**src/rtl/subtrator_serial.sv**
```systemverilog
// ============================================================================
//  Module   : subtrator_serial
//  Purpose  : Bit-serial two's-complement subtractor (num1 - num2), LSB first,
//             one bit per clock, behind a start/done handshake. Reports
//             negativo, zero, par and signed overflow with the result.
//  Revision : 1.0 - initial release
// ============================================================================
`default_nettype none

module subtrator_serial #(
    parameter int N_BITS = 8
) (
    input  logic              clock,
    input  logic              reset,
    input  logic              start,
    input  logic [N_BITS-1:0] num1,
    input  logic [N_BITS-1:0] num2,
    output logic              busy,
    output logic              done,
    output logic [N_BITS-1:0] diferenca,
    output logic              negativo,
    output logic              zero,
    output logic              par,
    output logic              overflow
);

    localparam int CW = (N_BITS > 2) ? $clog2(N_BITS) : 1;

    localparam logic [1:0] c_IDLE  = 2'd0;
    localparam logic [1:0] c_SHIFT = 2'd1;
    localparam logic [1:0] c_DONE  = 2'd2;

    localparam logic [CW-1:0] c_LAST = CW'(N_BITS - 1);

    logic [1:0]        r_state;
    logic [1:0]        w_next;

    // Latched operands: minuend and inverted subtrahend (the +1 comes in as carry)
    logic [N_BITS-1:0] r_a;
    logic [N_BITS-1:0] r_b;
    logic              r_carry;
    logic [CW-1:0]     r_count;
    logic [N_BITS-1:0] r_sr;

    logic              w_s;
    logic              w_cout;
    logic              w_last;
    logic [N_BITS-1:0] w_res;

    // One full-adder slice on the current LSBs; the result enters from the MSB side
    always_comb begin
        w_s    = r_a[0] ^ r_b[0] ^ r_carry;
        w_cout = (r_a[0] & r_b[0]) | (r_a[0] & r_carry) | (r_b[0] & r_carry);
        w_last = (r_count == c_LAST);
        w_res  = {w_s, r_sr[N_BITS-1:1]};
    end

    // State register
    always_ff @(posedge clock or posedge reset) begin
        if (reset) begin
            r_state <= c_IDLE;
        end else begin
            r_state <= w_next;
        end
    end

    // Next-state logic: DONE always returns to IDLE, so a start there is dropped
    always_comb begin
        w_next = r_state;
        case (r_state)
            c_IDLE:  if (start)  w_next = c_SHIFT;
            c_SHIFT: if (w_last) w_next = c_DONE;
            c_DONE:  w_next = c_IDLE;
            default: w_next = c_IDLE;
        endcase
    end

    // Moore handshake outputs decoded from the state register
    always_comb begin
        busy = 1'b0;
        done = 1'b0;
        case (r_state)
            c_SHIFT: busy = 1'b1;
            c_DONE:  done = 1'b1;
            default: ;
        endcase
    end

    // Serial datapath; visible result and flags change only on the last bit edge
    always_ff @(posedge clock or posedge reset) begin
        if (reset) begin
            r_a       <= '0;
            r_b       <= '0;
            r_carry   <= 1'b0;
            r_count   <= '0;
            r_sr      <= '0;
            diferenca <= '0;
            negativo  <= 1'b0;
            zero      <= 1'b0;
            par       <= 1'b0;
            overflow  <= 1'b0;
        end else begin
            case (r_state)
                c_IDLE: begin
                    if (start) begin
                        r_a     <= num1;
                        r_b     <= ~num2;
                        r_carry <= 1'b1;
                        r_count <= '0;
                    end
                end
                c_SHIFT: begin
                    r_sr    <= w_res;
                    r_a     <= {1'b0, r_a[N_BITS-1:1]};
                    r_b     <= {1'b0, r_b[N_BITS-1:1]};
                    r_carry <= w_cout;
                    r_count <= r_count + 1'b1;
                    if (w_last) begin
                        diferenca <= w_res;
                        negativo  <= w_s;
                        zero      <= (w_res == '0);
                        par       <= ~w_res[0];
                        // r_carry is the carry into the MSB slice, w_cout the carry out of it
                        overflow  <= r_carry ^ w_cout;
                    end
                end
                default: ;
            endcase
        end
    end

endmodule

`default_nettype wire

```
**config.mk**
```make
export PLATFORM = sky130hd
export DESIGN_NAME = subtrator_serial
export DESIGN_NICKNAME = d
export VERILOG_FILES = /design/src/rtl/subtrator_serial.sv
export SDC_FILE = /design/constraint.sdc
export NUM_CORES = 1
export LEC_CHECK = 0
export ABC_AREA = 1
export CAP_MARGIN = 20
export CELL_PAD_IN_SITES_DETAIL_PLACEMENT = 1
export CELL_PAD_IN_SITES_GLOBAL_PLACEMENT = 1
export CORE_MARGIN = 1
export CORE_UTILIZATION = 39
export CTS_CLUSTER_SIZE = 24
export DETAILED_ROUTE_END_ITERATION = 8
export PLACE_DENSITY_LB_ADDON = 0.12
export SLEW_MARGIN = 20
export SYNTH_ARGS = -nofsm -noshare
export SYNTH_HDL_FRONTEND = slang
export SYNTH_SLANG_ARGS = --single-unit
```
**constraint.sdc**
```tcl
create_clock -name clock -period 1.48 [get_ports clock]
set_clock_uncertainty 0.05 [all_clocks]
set_input_delay 0.444 -clock clock [delete_from_list [all_inputs] [get_ports clock]]
set_output_delay 0.444 -clock clock [all_outputs]
set_load 0.02 [all_outputs]
```
[After elaboration in Yosys (flattened, before gate mapping)]
Index checks and enable logic that the tools add are counted.
Storage, ports and cells
  logic and storage cells: 46
  output and inout port bits: 14
  register bits: 42
Operators by class
  equality and inequality tests: 5
  reductions and logical operators: 6
  bitwise gates (word level): 10
  add/subtract/negate cells: 1
  muxes and demuxes: 13
Operator list (count)
  $pmux 8 s2: 2
  $mux 8: 2
  $logic_not 8->1: 1
  $not 8->8: 1
  $pmux 3 s2: 1
  $reduce_and 2->1: 3
  $mux 2: 2
  $ne 2x2->1 const B: 2
  $pmux 2 s2: 1
  $add 3x1->3 const B: 1
  $and 1x1->1: 3
  $eq 3x3->1 const B: 1
  $mux 1: 3
  $mux 3: 1
  $xor 1x1->1: 3
  $eq 2x1->1 const B: 1
  $eq 2x2->1 const B: 1
  $logic_not 2->1: 1
  $or 1x1->1: 2
  $pmux 1 s2: 1
  $reduce_bool 2->1: 1
  $not 1->1: 1

[Logic depth before layout (Yosys ltp)]
  depth after elaboration: 4
  depth in mapped cells: 7
  gate-level depth less buffers: 6

[Least setup slack after synthesis]
Ideal clock, no wire load.
  path type: register -> register
  start: register r_a[0]
  end: register zero
  clock period less this slack: 1291 ps
  arrival time: 1125 ps
  cell stages (with the launch flop): 7
  library setup time: 116 ps
  slack: 189 ps
  cell sequence: dfrtp_1 fa_1 nor2_1 nand2_1 nor2_1 nand2_1 nand2_1
Between the ends
  cells in the longest elaborated chain, start to end: 3
Ends and longest elaborated chain
  start: declaration: line 39  | logic [N_BITS-1:0] r_a;
  start signal: assignment: line 106  | r_a <= num1;
  start signal: assignment: line 114  | r_a <= {1'b0, r_a[N_BITS-1:1]};
  $xor 1x1->1 (2 in a row): line 52  | w_s = r_a[0] ^ r_b[0] ^ r_carry;
  named net w_s: line 45  | logic w_s;
  $logic_not 8->1: line 121  | zero <= (w_res == '0);
  end signal: assignment: line 121
  end: declaration: line 22  | output logic zero,
The timed path passes the listed nets, and every way through them passes these cells.
A chain may end at the register's enable or synchronous reset.

[Worst setup path after layout]
  start: register r_state[0]
  end: output busy
Between the ends
  cells in the longest elaborated chain, start to end: 2
Ends and longest elaborated chain
  start: declaration: line 35  | logic [1:0] r_state;
  start signal: assignment: line 61  | r_state <= c_IDLE;
  start signal: assignment: line 63  | r_state <= w_next;
  $eq 2x1->1: line 82  | case (r_state)
  $mux 1: line 82
  end: declaration: line 18  | output logic busy,
Every way passes these cells.

==> flow_metrics.tcl <==
set metrics [dict create \
    outcome "complete, but fails checks" \
    violations "negative setup slack" \
    max-slew-margin-rel_pct 85.33 \
    grt_use_met3_pct 3.729 \
    postRouteAntennaNets 0 \
    switchingPower_mw 2.167 \
    cp.arrival_ns 1.01 \
    synth_top_cell_area_share_pct 51.05 \
    hold_viol 0 \
    use_met2_pct 29.70 \
    htree_levels 2 \
    tns_ns -0.02933 \
    fp-row-count 25 \
    fillers 571 \
    clock_sinks 40 \
    clk_path_buf_depth 2 \
    fmax_ghz 0.6653 \
    die_w_um 72.91 \
    hpwl_um 2679 \
    power_mw 5.328 \
    synthCells 226 \
    rsz0062_at_grt "true" \
    grt_start_max_net_pins 41 \
    cts_buffers 5 \
    yosysSeqAreaShare_pct 51.05 \
    powerDensity_nw_per_um2 2164 \
    min_from "r_a[4]" \
    drt_first_pass_iters 2 \
    diodes 0 \
    syn-mean-instance-area_um2 8.675 \
    postCtsHoldBufs 0 \
    antenna_found_initial 0 \
    intPower_mw 3.161 \
    setup.worst_path.start "r_state[0]" \
    power_frac_clock_pct 16.7 \
    leakagePower_nw 1.293 \
    yosys_warnings 0 \
    syn_nets 248 \
    pwr-share-comb_pct 47.1 \
    p_seq_share_pct 36.2 \
    synthDistinctLibCells 22 \
    top_usage_layer "met2" \
    root_buffer "clkbuf_8" \
    worst_slack_ns -0.02310 \
    wire_per_inst_um 11.31 \
    clock_latency_ns 0.29 \
    path_class "reg2out" \
    synth_top_area_cell "dfrtp_1" \
    cts_tree "yes" \
    num_io_pins 33 \
    die_h_um 72.91 \
    gp_congestion 0.7501 \
    cp.required_ns 0.99 \
    first_iter_violations 43 \
    fin_util_pct 51.45 \
    grt_pass1_wl_um 6755 \
    grt_overflow 0 \
    dieArea_um2 5315 \
    fin_crit_sh_pct 101.6 \
    startpoint_type "register" \
    slew_violations 0 \
    grt_pass1_vias 1535 \
    final_area_um2 2462 \
    placed_area_um2 2384 \
    wl_um 3778 \
    setup-violations-final 2 \
    holdWs_ns 0.4315 \
    synthTopCellsByArea "dfrtp_1 (51%), nand2_1 (16%), inv_1 (5.9%)" \
    swShare_pct 40.67 \
    core-area_um2 4786 \
    use_met1_pct 20.27 \
    drive_above_1_share_pct 22.10 \
    final_nets 288 \
    port-buffer-count 32 \
    crit_fanout 4 \
    ys_seq_elements 40 \
    ir_worst_vdd_uv 799.9 \
    hold_path.class "reg2reg" \
    critPathCaptureType "output pin" \
    start_util_pct 40.97 \
    cap_violations 0 \
    min_period_ns 1.503 \
    vias_per_cell 4.434 \
    drc 0 \
    worst_slew_pin_slew_ns 0.2201 \
    grt_use_total_pct 16.77 \
    vias 1481 \
    syn_area_um2 1961 \
    syn2layout_area_growth_pct 25.59 \
    r2r-start "r_state[0]" \
    clkTransAtPathRegs_ns 0.08 \
]
-- final timing paths --
kind	end	slack, ns	cells past startpoint
worst max register to register	par	0.05	7
min in group asynchronous	diferenca[6]	0.46	3
max in group asynchronous	r_a[7]	0.72	3
worst max-delay path	busy	-0.02	3
worst min register to register	r_a[4]	0.43	2
worst min-delay path	r_a[4]	0.43	2
-- routing by layer --
| layer | up-vias | routed length, um |
|---|---|---|
| met5 | - | 0 |
| li1 | 756 | - |
| met3 | 2 | 93 |
| met1 | 700 | 1836 |
| met4 | 0 | 30 |
| met2 | 23 | 1818 |
-- sequential cells by signal (all words and copies together), names as in the netlist --
register   flops
r_sr           7
r_carry        1
par            1
r_count        3
r_a            8
overflow       1
r_b            8
zero           1
r_state        2
diferenca      8
-- synthesized netlist by cell type --
cell      count
nand2_4       1
o22ai_1       1
nor2_1       10
a21oi_2       1
dfrtp_1      40
clkbuf_8      2
inv_2         2
o21ai_0       9
buf_2         2
nand3_2       6
buf_12        1
fa_1          1
ha_1          2
inv_1        31
xnor2_1       1
o21ai_2       9
nand3_1       9
nor2_2        2
nand2_2       7
buf_6         5
nand2_1      83
buf_4         1
-- critical path, stage by stage (launching register included) --
cell and delay (ns):
dfrtp_1 0.41, inv_2 0.06, nor2_4 0.12, buf_6 0.13
-- power by group through the flow --
stage | Clock (mW) | Sequential (mW) | Combinational (mW)
floorplan | 0 | 2.07 | 1.75
global route | 0.952 | 2.00 | 2.87
detailed placement | 0 | 1.95 | 2.68
CTS | 0.911 | 1.93 | 2.59
global placement | 0 | 1.93 | 2.61
finish | 0.888 | 1.93 | 2.51
-- repair_timing --
action	in CTS	in global routing
endpoints found under the setup margin	25	23
resized for setup	28	19
endpoints found under the hold margin	0	0
pin swaps	0	1
buffers inserted	0	0
gates cloned	0	0
-- per-stage QoR --
| step | setup slack [ns] | std cells |
|---|---|---|
| after global placement | -0.1985 | 326 |
| after global routing | -0.08507 | 334 |
| after floorplan | 0.06835 | 226 |
| final | -0.02310 | 334 |
| after detailed placement | -0.1938 | 326 |
| after CTS | -0.2495 | 334 |
-- placed cells by master, fill, tap and decap left out, types with 3 or more instances in the layout --
| cell type | Yosys | final |
|---|---|---|
| buf_12 | 1 | 4 |
| buf_4 | 1 | 8 |
| clkbuf_2 | 0 | 7 |
| clkbuf_8 | 2 | 5 |
| clkdlybuf4s15_1 | 0 | 4 |
| clkdlybuf4s50_1 | 0 | 18 |
| dfrtp_1 | 40 | 40 |
| inv_1 | 31 | 30 |
| inv_2 | 2 | 3 |
| nand2_1 | 83 | 83 |
| nand2_2 | 7 | 7 |
| nand3_1 | 9 | 9 |
| nand3_2 | 6 | 6 |
| nor2_1 | 10 | 10 |
| o21ai_0 | 9 | 9 |
| o21ai_2 | 9 | 9 |
-- area by class of cell --
class,count,area (um2),area share [%]
clock buffer,5,68.82,2.795
clock inverter,3,42.54,1.728
inverter,33,123.9,5.030
multi-input combinational,142,719.4,29.22
sequential,40,1001,40.65
tap,67,83.83,3.404
timing repair buffer,44,422.9,17.17
-- cells by family after synthesis --
kind of cell               share of synthesized area, %
AOI/OAI and AO/OA                                 7.084
xor gates and xnor gates                         0.4468
adders and majority gates                         2.297
buffers and inverters                             12.51
DFF                                               51.05
and+or+nand+nor                                   26.61
(Power assumes the default switching activity.)
